$ cat config.mk
export PLATFORM = sky130hd
export DESIGN_NAME = cbus_rr_arbiter
export DESIGN_NICKNAME = d
export VERILOG_FILES = /design/src/rtl/cbus_rr_arbiter_pkg.sv /design/src/rtl/cbus_rr_arbiter_rr_picker.sv /design/src/rtl/cbus_rr_arbiter.sv
export SDC_FILE = /design/constraint.sdc
export NUM_CORES = 1
export LEC_CHECK = 0
export BUFFER_PORTS_ARGS = -buffer_cell sky130_fd_sc_hd__buf_2
export CORE_AREA = 2 2 132 134
export CTS_BUF_LIST = sky130_fd_sc_hd__clkbuf_16
export CTS_CLUSTER_SIZE = 20
export DETAILED_ROUTE_END_ITERATION = 16
export DIE_AREA = 0 0 134 136
export GPL_ROUTABILITY_DRIVEN = 0
export PLACE_DENSITY = 0.5
export SYNTH_ARGS = -nofsm -noshare
export SYNTH_HDL_FRONTEND = slang
export SYNTH_SLANG_ARGS = --single-unit
$ cat constraint.sdc
create_clock -name clk -period 2.15 [get_ports clk]
set_clock_uncertainty 0.2 [all_clocks]
set_input_delay 0.645 -clock clk [delete_from_list [all_inputs] [get_ports clk]]
set_output_delay 0.645 -clock clk [all_outputs]
set_load 0.01 [all_outputs]
$ cat src/rtl/cbus_rr_arbiter_pkg.sv
// Shared definitions for the N-port CBus arbiter: bus request/response layouts,
// arbiter FSM state and the grant-index width helper.
package cbus_rr_arbiter_pkg;

    typedef struct packed {
        logic        valid;
        logic        we;
        logic [31:0] addr;
        logic [31:0] wdata;
        logic [3:0]  wstrb;
        logic [7:0]  len;
    } cbus_req_t;

    typedef struct packed {
        logic        ready;
        logic        last;
        logic [31:0] rdata;
    } cbus_resp_t;

    typedef enum logic [0:0] {
        IDLE  = 1'b0,
        GRANT = 1'b1
    } arb_state_t;

    localparam int MIN_PORTS = 2;
    localparam int MAX_PORTS = 8;

    function automatic int idx_width(input int num_ports);
        return (num_ports > 1) ? $clog2(num_ports) : 1;
    endfunction

endpackage

$ cat src/rtl/cbus_rr_arbiter_rr_picker.sv
// Combinational winner selection: fixed priority (lowest index) or a rotating
// search that starts at ptr_i and wraps modulo NUM_PORTS.
module cbus_rr_arbiter_rr_picker
    import cbus_rr_arbiter_pkg::*;
#(
    parameter int  NUM_PORTS = 2,
    localparam int IDX_W     = idx_width(NUM_PORTS),
    localparam int SUM_W     = IDX_W + 1
) (
    input  logic [NUM_PORTS-1:0] valid_i,
    input  logic [IDX_W-1:0]     ptr_i,
    input  logic                 rr_en_i,
    output logic [IDX_W-1:0]     winner_o,
    output logic                 any_valid_o
);

    logic [IDX_W-1:0]     cand_idx [NUM_PORTS];
    logic [NUM_PORTS-1:0] cand_hit;

    // Candidate gi is the port searched at position gi of the scan order.
    for (genvar gi = 0; gi < NUM_PORTS; gi++) begin : g_cand
        logic [SUM_W-1:0] sum;

        assign sum = {1'b0, ptr_i} + SUM_W'(gi);
        assign cand_idx[gi] = !rr_en_i                        ? IDX_W'(gi) :
                              (sum >= SUM_W'(NUM_PORTS))      ? IDX_W'(sum - SUM_W'(NUM_PORTS)) :
                                                                IDX_W'(sum);
        assign cand_hit[gi] = valid_i[cand_idx[gi]];
    end

    always_comb begin
        winner_o = '0;
        for (int k = NUM_PORTS - 1; k >= 0; k--) begin
            if (cand_hit[k]) begin
                winner_o = cand_idx[k];
            end
        end
    end

    assign any_valid_o = |valid_i;

endmodule

$ cat src/rtl/cbus_rr_arbiter.sv
// N-port CBus arbiter: registers a winner in IDLE, then forwards that port's
// request and the downstream response until ready&&last (or an early drop).
module cbus_rr_arbiter
    import cbus_rr_arbiter_pkg::*;
#(
    parameter int  NUM_PORTS     = 2,
    parameter int  ROUND_ROBIN   = 1,
    parameter int  ABORT_ON_DROP = 1,
    localparam int IDX_W         = idx_width(NUM_PORTS)
) (
    input  logic                       clk,
    input  logic                       resetn,
    input  cbus_req_t  [NUM_PORTS-1:0] ireqs,
    output cbus_resp_t [NUM_PORTS-1:0] iresps,
    output cbus_req_t                  oreq,
    input  cbus_resp_t                 oresp,
    output logic                       busy,
    output logic [IDX_W-1:0]           grant_idx
);

    if (NUM_PORTS < MIN_PORTS || NUM_PORTS > MAX_PORTS) begin : g_bad_num_ports
        $error("cbus_rr_arbiter: NUM_PORTS=%0d outside %0d..%0d", NUM_PORTS, MIN_PORTS, MAX_PORTS);
    end

    arb_state_t           state_q, state_d;
    logic [IDX_W-1:0]     sel_q, sel_d;
    logic [IDX_W-1:0]     rr_ptr_q, rr_ptr_d;
    logic [IDX_W-1:0]     next_ptr;
    logic [IDX_W-1:0]     winner;
    logic                 any_valid;
    logic                 done;
    logic                 dropped;
    logic [NUM_PORTS-1:0] req_valid;

    for (genvar gi = 0; gi < NUM_PORTS; gi++) begin : g_valid
        assign req_valid[gi] = ireqs[gi].valid;
    end

    cbus_rr_arbiter_rr_picker #(
        .NUM_PORTS (NUM_PORTS)
    ) u_picker (
        .valid_i     (req_valid),
        .ptr_i       (rr_ptr_q),
        .rr_en_i     (ROUND_ROBIN != 0),
        .winner_o    (winner),
        .any_valid_o (any_valid)
    );

    // Completion wins over a simultaneous drop; both release the same way.
    assign done     = oresp.ready && oresp.last;
    assign dropped  = (ABORT_ON_DROP != 0) && !ireqs[sel_q].valid;
    assign next_ptr = (sel_q == IDX_W'(NUM_PORTS - 1)) ? '0 : sel_q + 1'b1;

    always_comb begin
        state_d  = state_q;
        sel_d    = sel_q;
        rr_ptr_d = rr_ptr_q;
        case (state_q)
            IDLE: begin
                if (any_valid) begin
                    sel_d   = winner;
                    state_d = GRANT;
                end
            end
            GRANT: begin
                if (done || dropped) begin
                    state_d  = IDLE;
                    rr_ptr_d = next_ptr;
                end
            end
            default: state_d = IDLE;
        endcase
    end

    always_ff @(posedge clk or negedge resetn) begin
        if (!resetn) begin
            state_q  <= IDLE;
            sel_q    <= '0;
            rr_ptr_q <= '0;
        end else begin
            state_q  <= state_d;
            sel_q    <= sel_d;
            rr_ptr_q <= rr_ptr_d;
        end
    end

    // Only the registered grantee is steered; everyone else sees an all-zero response.
    always_comb begin
        oreq   = '0;
        iresps = '0;
        if (state_q == GRANT) begin
            oreq          = ireqs[sel_q];
            iresps[sel_q] = oresp;
        end
    end

    assign busy      = (state_q == GRANT);
    assign grant_idx = sel_q;

endmodule
==> impl_metrics.py, run 1 <==
metrics = {
    "route": {
        "wl_mm": 11.1,
        "dr.pass1.iters": 4,
        "via_count": 3204,
        "wire_per_inst_um": 13.1,
        "route.layer.met1.wl_mm": 4.58,
        "dr.first_iter.drc_count": 109,
        "dr_wl_met3_um": 770,
        "drc": 0,
        "wl_met2_mm": 5.67,
        "highest_layer": "met5",
        "routed_via_density": 3.80,
        "antenna_left": 0,
    },
    "grt": {
        "grt_pass1_wl_mm": 13.4,
        "grt_pass1_vias": 2577,
        "gr-total-overflow": 0,
        "grt_max_degree": 51,
        "track_usage_pct": 9.13,
        "antenna_found_initial": 1,
    },
    "worst_setup_path": {
        "cp.arrival_ns": 1.53,
        "rr_worst_depth": 7,
        "cp-startpoint": "grant_idx",
        "slowest_delay_ns": 0.50,
        "required_ns": 1.30,
        "startpoint_type": "flip-flop",
        "crit_end": "iresps[23]",
        "worstPathMaxFanout": 7,
        "slowest_stage": "dfrtp_4",
        "end_kind": "primary output",
        "rr_endpoint": "rr_ptr_q",
        "path_class": "reg -> out",
        "cp_top_family": "buffers and inverters",
        "timing.rr.start": "grant_idx",
        "cp.buffers_inverters": 4,
        "cp.depth": 6,
        "crit_chain": "buf_8 -> nor2b_4 -> buf_12 -> clkbuf_16 -> and2_4 -> buf_6",
        "r2r_slack_ns": 0.56,
    },
    "synthesis": {
        "synth_edf_count": 0,
        "synth_top_family_by_area": "multiplexers",
        "syn_area_per_cell_um2": 6.78,
        "ys_seq_area_share_pct": 4.10,
        "synth_mux_area_share_pct": 42.7,
        "synth_fa_ha_area_share_pct": 0,
        "netlist_area_mm2": 0.00183,
        "synthSimpleGateAreaFrac_pct": 41.8,
        "synthTopCellsByArea": "mux2i_1, nor2_1, and2_1",
        "yosys.area.top_type_share_pct": 42.7,
        "syn_nets": 462,
        "synthCells": 270,
        "yosysWarnings": 0,
        "yosysTopAreaCell": "mux2i_1",
        "synth_ff_type": "dfrtp_1",
        "synthXorXnorAreaFrac_pct": 0,
        "async_reset_ff_share_pct": 100,
        "synth_seq_cells": 3,
        "ys_types": 18,
        "synth-compound-area-share_pct": 1.71,
        "netlist_top_cells_count": "mux2i_1, nor2_1, and2_1, and3_1, clkbuf_1",
    },
    "power_and_ir_drop": {
        "clockPowerShare_pct": 6.3,
        "switchingPower_mw": 2.02,
        "power_mw": 4.61,
        "p_int_mw": 2.59,
        "seqPwrFrac_pct": 2.5,
        "vdd_ir_drop_max_mv": 0.376,
        "combPwrFrac_pct": 91.2,
        "powerDensity_mw_per_mm2": 1010,
        "p_leak_nw": 2.86,
        "sw_frac_of_total_pct": 43.8,
    },
    "sta": {
        "finalCritPeriodShare_pct": 110,
        "fin_ws_ns": -0.220,
        "max_freq_ghz": 0.422,
        "finalSetupViolations": 139,
        "fin_crit_ns": 2.37,
        "slew_headroom_pct": 78.7,
        "finalHoldViolations": 0,
        "rsz0062_at_grt": "yes",
        "tightest_slew_ns": 0.320,
        "drv_slew": 0,
    },
    "floorplan": {
        "die_w_um": 134,
        "core_mm2": 0.0169,
        "dieArea_mm2": 0.0182,
        "die_h_um": 136,
        "start_util_pct": 10.8,
        "io_pins": 340,
        "num_rows": 48,
    },
    "cts": {
        "cts_hold_buf": 0,
        "worstSkewPairLatency_ns": 0.22,
        "clk_path_buf_depth": 2,
        "cts_buffers": 3,
        "cts_tree": "done",
        "clkTransAtPathRegs_ns": 0.03,
        "htreeDepth": 1,
        "cts_root_buf": "clkbuf_16",
        "clock_sinks": 3,
    },
    "status": {
        "violations": "negative setup slack",
        "outcome": "finished, violations left",
    },
    "flow_run": {
        "maxCapViolations": 0,
    },
    "cells_and_area": {
        "layout.nets": 812,
        "drive_above_1_share_pct": 66.4,
        "finalNonFillerCells": 844,
        "antenna_cells": 0,
        "syn2layout_area_growth_pct": 149,
        "finish.utilization_pct": 27.0,
    },
    "placement": {
        "place_inst": 822,
        "io_buffers": 339,
        "dpl.hpwl_mm": 8.03,
    },
    "min_path": {
        "min-delay-path-class": "in -> async",
    },
}
## worst register-to-register path, cell delays in order, from the launching register on
cell     delay (ns)
dfrtp_4        0.50
buf_8          0.15
nor2b_4        0.12
buf_12         0.15
buf_8          0.14
buf_4          0.12
nand3_1        0.07
nand3_1        0.08
## power groups by stage
stage                     combinational [mW]  clock (mW)  sequential (mW)
after global placement                  3.14           0            0.175
after global routing                    4.50       0.300            0.118
after CTS                               3.62       0.293            0.109
final                                   4.21       0.289            0.115
after detailed placement                3.13           0            0.179
after floorplan                         1.98           0            0.101
## registers in the layout, summed over array words and instances (netlist names)
signal and count:
rr_ptr_q 1, grant_idx 1, busy 1
## kinds of logic after synthesis
kind of cell,Yosys count
AOI/OAI and AO/OA,6
DFF,3
muxes,78
and+or+nand+nor,154
buffers and inverters,29
## worst min path at each step
stage / startpoint / end / slack, ns
global placement: resetn / grant_idx / 0.25
detailed placement: resetn / grant_idx / 0.25
floorplan: resetn / busy / 0.15
CTS: resetn / grant_idx / 0.02
global route: resetn / rr_ptr_q / 0.02
finish: resetn / grant_idx / 0.02
## cell usage in the layout, fill, tap and decap left out, types with 5 or more instances in the layout
cell type | netlist | layout
mux2i_1 | 78 | 70
clkbuf_16 | 0 | 7
buf_2 | 2 | 315
buf_4 | 7 | 7
and2_4 | 0 | 24
and3_1 | 34 | 34
buf_6 | 0 | 31
mux2i_2 | 0 | 5
buf_12 | 0 | 7
nor2_1 | 78 | 78
and2_1 | 34 | 10
buf_16 | 0 | 5
## routing by layer
layer	track usage [%]	vias to the layer above
met5	0	-
met4	1.42	2
met3	1.23	7
met2	17.1	162
met1	11.3	1422
li1	-	1611
## per-stage QoR
stage / worst slack (ns) / TNS [ns] / hold WS, ns / instance area [µm²]
after floorplan: 0.181 / 0 / 0.149 / 1830
after global placement: -0.0117 / -0.0122 / 0.248 / 3830
after detailed placement: -0.00589 / -0.0117 / 0.249 / 3830
after CTS: -0.199 / -15.19 / 0.0162 / 4100
after global routing: -0.264 / -20.37 / 0.0180 / 4550
final: -0.220 / -13.55 / 0.0163 / 4550
## area by class of cell
class / count / area, µm²
Fill cell: 1854 / 12300
Timing Repair Buffer: 373 / 2420
Multi-Input combinational cell: 238 / 1690
Tap cell: 225 / 282
Sequential cell: 3 / 78.8
Clock buffer: 3 / 75.1
Clock inverter: 1 / 3.75
Inverter: 1 / 3.75
## repair_timing
action                     4_1_cts  5_1_grt
pin swaps                        1       24
setup endpoints to repair      145      146
resized for setup               10       66
buffers inserted                 3        5
cloned                           4        7
Note: power is estimated with default switching activity, not from simulation.
==> run 2, diff against run 1 <==
--- a/config.mk
+++ b/config.mk
@@ -5,7 +5,7 @@
 export SDC_FILE = /design/constraint.sdc
 export NUM_CORES = 1
 export LEC_CHECK = 0
-export BUFFER_PORTS_ARGS = -buffer_cell sky130_fd_sc_hd__buf_2
+export BUFFER_PORTS_ARGS = -buffer_cell sky130_fd_sc_hd__buf_4
 export CORE_AREA = 2 2 132 134
 export CTS_BUF_LIST = sky130_fd_sc_hd__clkbuf_16
 export CTS_CLUSTER_SIZE = 20
==> impl_metrics.py, run 2 (synthesis gave the netlist of run 1 again) <==
metrics = {
    "status": {
        "outcome": "finished, violations left",
        "violations": "negative setup slack",
    },
    "power_and_ir_drop": {
        "powerDensity_mw_per_mm2": 909,
        "vdd_ir_drop_max_mv": 0.335,
        "p_leak_nw": 3.01,
        "power_mw": 4.68,
    },
    "cells_and_area": {
        "drive_above_1_share_pct": 63.3,
        "finalNonFillerCells": 852,
        "layout.nets": 820,
        "finalInstanceArea_mm2": 0.00515,
        "antenna_cells": 0,
        "layout_common_cells": "buf_4, nor2_1, mux2i_1",
        "syn2layout_area_growth_pct": 181,
        "layout_commonest_cell": "buf_4",
        "finish.utilization_pct": 30.5,
    },
    "worst_setup_path": {
        "startpoint_type": "flip-flop",
        "end_kind": "primary output",
        "cp.arrival_ns": 1.47,
        "worstPathMaxFanout": 25,
        "required_ns": 1.30,
        "path_class": "reg -> out",
    },
    "sta": {
        "whs_ns": 0.00834,
        "fin_ws_ns": -0.162,
        "fin_crit_ns": 2.31,
        "finalHoldViolations": 0,
        "tightest_slew_ns": 0.200,
        "finalCritPeriodShare_pct": 108,
        "slew_headroom_pct": 86.4,
        "drv_slew": 0,
        "max_freq_ghz": 0.433,
        "setup_tns_ns": -10.87,
        "finalSetupViolations": 129,
        "rsz0062_at_grt": "yes",
    },
    "floorplan": {
        "dieArea_mm2": 0.0182,
        "die_h_um": 136,
        "die_w_um": 134,
        "core_mm2": 0.0169,
        "io_pins": 340,
        "start_util_pct": 10.8,
        "num_rows": 48,
    },
    "route": {
        "dr.pass1.iters": 4,
        "drc": 0,
        "wire_per_inst_um": 13.4,
        "dr.first_iter.drc_count": 62,
        "via_count": 3188,
        "wl_mm": 11.4,
        "antenna_left": 0,
        "routed_via_density": 3.74,
    },
    "placement": {
        "io_buffers": 339,
        "dpl.hpwl_mm": 9.27,
        "place_inst": 836,
        "dp_slack_ns": 0.0510,
        "placed_cell_area_mm2": 0.00477,
    },
    "grt": {
        "track_usage_pct": 10.7,
        "grt_pass1_vias": 2905,
        "grt_max_degree": 26,
        "antenna_found_initial": 0,
        "gr-total-overflow": 0,
        "grt_pass1_wl_mm": 15.5,
    },
    "cts": {
        "clk_path_buf_depth": 2,
        "clkTransAtPathRegs_ns": 0.03,
        "clock_sinks": 3,
        "cts_buffers": 3,
        "cts_tree": "done",
        "cts_root_buf": "clkbuf_16",
        "htreeDepth": 1,
        "worstSkewPairLatency_ns": 0.22,
    },
    "flow_run": {
        "maxCapViolations": 0,
    },
    "min_path": {
        "min-delay-path-class": "in -> async",
    },
}
## run 2: changes by cell type in the layout (fill, tap and decap cells not counted), moves of 2 or more
| cell | change |
|---|---|
| and2_1 | +24 |
| and2_4 | -24 |
| buf_16 | -4 |
| buf_2 | -315 |
| buf_4 | +346 |
| buf_6 | -12 |
| buf_8 | -4 |
| clkbuf_16 | -3 |
| mux2i_1 | +2 |
| nor2_1 | -3 |
| nor2_4 | +2 |
## run 2: layout make-up
class | instances | area [µm²]
Tap cell | 225 | 282
Inverter | 1 | 8.76
Sequential cell | 3 | 80.1
Clock buffer | 3 | 75.1
Timing Repair Buffer | 381 | 3070
Fill cell | 1853 | 11700
Multi-Input combinational cell | 238 | 1630
Clock inverter | 1 | 3.75
## run 2: final timing paths
path | slack (ns) | depth (start not counted) | end | start
max in group asynchronous | 1.63 | 1 | grant_idx | resetn
min reg2reg | 0.34 | 2 | rr_ptr_q | rr_ptr_q
min in group clk | 0.34 | 2 | rr_ptr_q | rr_ptr_q
max reg2reg | 0.74 | 5 | rr_ptr_q | grant_idx
min | 0.008 | 1 | grant_idx | resetn
max | -0.16 | 5 | iresps[24] | grant_idx
## run 2: layer usage
metal | global-route usage, % | part of all wire, % | up-vias
li1 | - | - | 1622
met1 | 13.0 | 39 | 1406
met2 | 20.1 | 53 | 156
met3 | 1.83 | 7.5 | 4
met4 | 1.65 | 0.56 | 0
met5 | 0 | 0 | -
## run 2: power by group
part	total, mW	leakage, nW	internal (mW)	switching [mW]
Sequential	0.119	0.0318	0.0869	0.0324
Combinational	4.28	2.93	2.39	1.88
Clock	0.288	0.0423	0.240	0.0485
## run 2: what timing repair did
item,4_1_cts,5_1_grt
hold buffers,0,0
cloned,2,1
setup buffers,5,4
pin swaps,1,1
endpoints found under the setup margin,133,146
gates resized for setup,20,19
## run 2: worst max-delay path: stages, from the launching register on
cell	delay, ns
dfrtp_4	0.50
buf_12	0.16
nor2b_4	0.15
buf_12	0.16
and2_1	0.14
buf_4	0.12
==> run 3, diff against run 2 <==
==> config.mk (replaced) <==
export PLATFORM = sky130hd
export DESIGN_NAME = cbus_rr_arbiter
export DESIGN_NICKNAME = d
export VERILOG_FILES = /design/src/rtl/cbus_rr_arbiter_pkg.sv /design/src/rtl/cbus_rr_arbiter_rr_picker.sv /design/src/rtl/cbus_rr_arbiter.sv
export SDC_FILE = /design/constraint.sdc
export NUM_CORES = 1
export LEC_CHECK = 0
export CORE_AREA = 2 2 130 132
export CTS_CLUSTER_SIZE = 20
export DETAILED_ROUTE_END_ITERATION = 16
export DIE_AREA = 0 0 132 134
export DONT_BUFFER_PORTS = 1
export GPL_ROUTABILITY_DRIVEN = 0
export PLACE_DENSITY = 0.33
export SYNTH_ARGS = -nofsm -noshare
export SYNTH_HDL_FRONTEND = slang
export SYNTH_SLANG_ARGS = --single-unit
==> impl_metrics.py, run 3 (synthesis gave the netlist of run 1 again) <==
metrics = {
    "status": {
        "outcome": "finished, violations left",
        "violations": "negative setup slack",
    },
    "cts": {
        "htreeDepth": 1,
        "cts_root_buf": "clkbuf_16",
        "worstSkewPairLatency_ns": 0.22,
        "clkTransAtPathRegs_ns": 0.03,
        "cts_buffers": 3,
        "clk_path_buf_depth": 2,
        "clock_sinks": 3,
        "cts_tree": "done",
    },
    "placement": {
        "io_buffers": 0,
        "dpl.hpwl_mm": 6.32,
        "dp_slack_ns": -0.0994,
        "place_inst": 548,
        "placed_cell_area_mm2": 0.00264,
    },
    "cells_and_area": {
        "layout_common_cells": "buf_4, nor2_1, mux2i_1",
        "finish.utilization_pct": 18.3,
        "drive_above_1_share_pct": 32.3,
        "syn2layout_area_growth_pct": 62.7,
        "multiInputGateArea_mm2": 0.00161,
        "layout.nets": 534,
        "antenna_cells": 0,
        "fillers": 1833,
        "finalInstanceArea_mm2": 0.00298,
        "register_area_um2": 78.8,
        "finalNonFillerCells": 561,
        "layout_commonest_cell": "buf_4",
    },
    "sta": {
        "drv_slew": 0,
        "whs_ns": 0.324,
        "slew_headroom_pct": 80.0,
        "finalSetupViolations": 111,
        "rsz0062_at_grt": "yes",
        "tightest_slew_ns": 0.299,
        "max_freq_ghz": 0.424,
        "fin_ws_ns": -0.208,
        "finalHoldViolations": 0,
        "finalCritPeriodShare_pct": 110,
        "fin_crit_ns": 2.36,
        "setup_tns_ns": -12.41,
    },
    "worst_setup_path": {
        "rr_worst_depth": 5,
        "cp_top_family": "flip-flops",
        "startpoint_type": "flip-flop",
        "crit_chain": "buf_12 -> buf_8 -> mux2i_1 -> nor2_1 -> buf_4",
        "cp.depth": 5,
        "end_kind": "primary output",
        "slowest_delay_ns": 0.51,
        "path_class": "reg -> out",
        "slowest_stage": "dfrtp_4",
        "worstPathMaxFanout": 6,
        "cp.arrival_ns": 1.51,
        "required_ns": 1.30,
        "cp.buffers_inverters": 3,
    },
    "route": {
        "routed_via_density": 3.97,
        "dr.pass1.iters": 4,
        "antenna_left": 0,
        "drc": 0,
        "dr.first_iter.drc_count": 45,
        "via_count": 2227,
        "wire_per_inst_um": 15.0,
        "wl_mm": 8.40,
    },
    "floorplan": {
        "num_rows": 47,
        "die_h_um": 134,
        "dieArea_mm2": 0.0177,
        "io_pins": 340,
        "die_w_um": 132,
        "core_mm2": 0.0163,
        "start_util_pct": 11.2,
    },
    "grt": {
        "grt_max_degree": 81,
        "grt_pass1_wl_mm": 11.0,
        "antenna_found_initial": 0,
        "grt_pass1_vias": 2123,
        "track_usage_pct": 7.61,
        "gr-total-overflow": 0,
    },
    "min_path": {
        "min-delay-path-class": "in -> reg",
        "min_path_cells": 1,
    },
    "flow_run": {
        "maxCapViolations": 0,
    },
    "power_and_ir_drop": {
        "powerDensity_mw_per_mm2": 1260,
        "p_leak_nw": 1.62,
        "power_mw": 3.76,
        "vdd_ir_drop_max_mv": 0.435,
    },
}
## run 3: final timing paths
path | from | slack (ns) | end
setup / recovery | grant_idx | -0.21 | oreq[62]
hold / removal | ireqs[77] | 0.32 | grant_idx
setup reg to reg | grant_idx | 0.60 | busy
hold reg to reg | rr_ptr_q | 0.34 | rr_ptr_q
max in group asynchronous | resetn | 1.08 | grant_idx
min in group asynchronous | resetn | 0.49 | busy
## run 3: layer usage
| layer | vias to the layer above | GRT usage [%] | share of wire [%] |
|---|---|---|---|
| li1 | 1047 | - | - |
| met1 | 1003 | 8.60 | 37 |
| met2 | 163 | 14.2 | 53 |
| met3 | 14 | 0.869 | 6.6 |
| met4 | 0 | 3.74 | 3.1 |
| met5 | - | 0 | 0 |
## run 3: timing repair
action,4_1_cts,5_1_grt
pin swaps,2,9
setup buffers,2,0
resized for setup,10,9
cloned,4,2
setup endpoints to repair,106,112
hold buffers,1,0
hold endpoints to repair,3,0
## run 3: area by class of cell
class                           instances  area share [%]
Clock buffer                            4            2.65
Inverter                                1           0.126
Multi-Input combinational cell        238            54.2
Sequential cell                         3            2.65
Tap cell                              220            9.24
Timing Repair Buffer                   95            31.2
## run 3: power by group
group	switching (mW)	total (mW)	internal (mW)
combinational	1.64	3.34	1.70
sequential	0.0319	0.118	0.0859
clock	0.0538	0.299	0.245
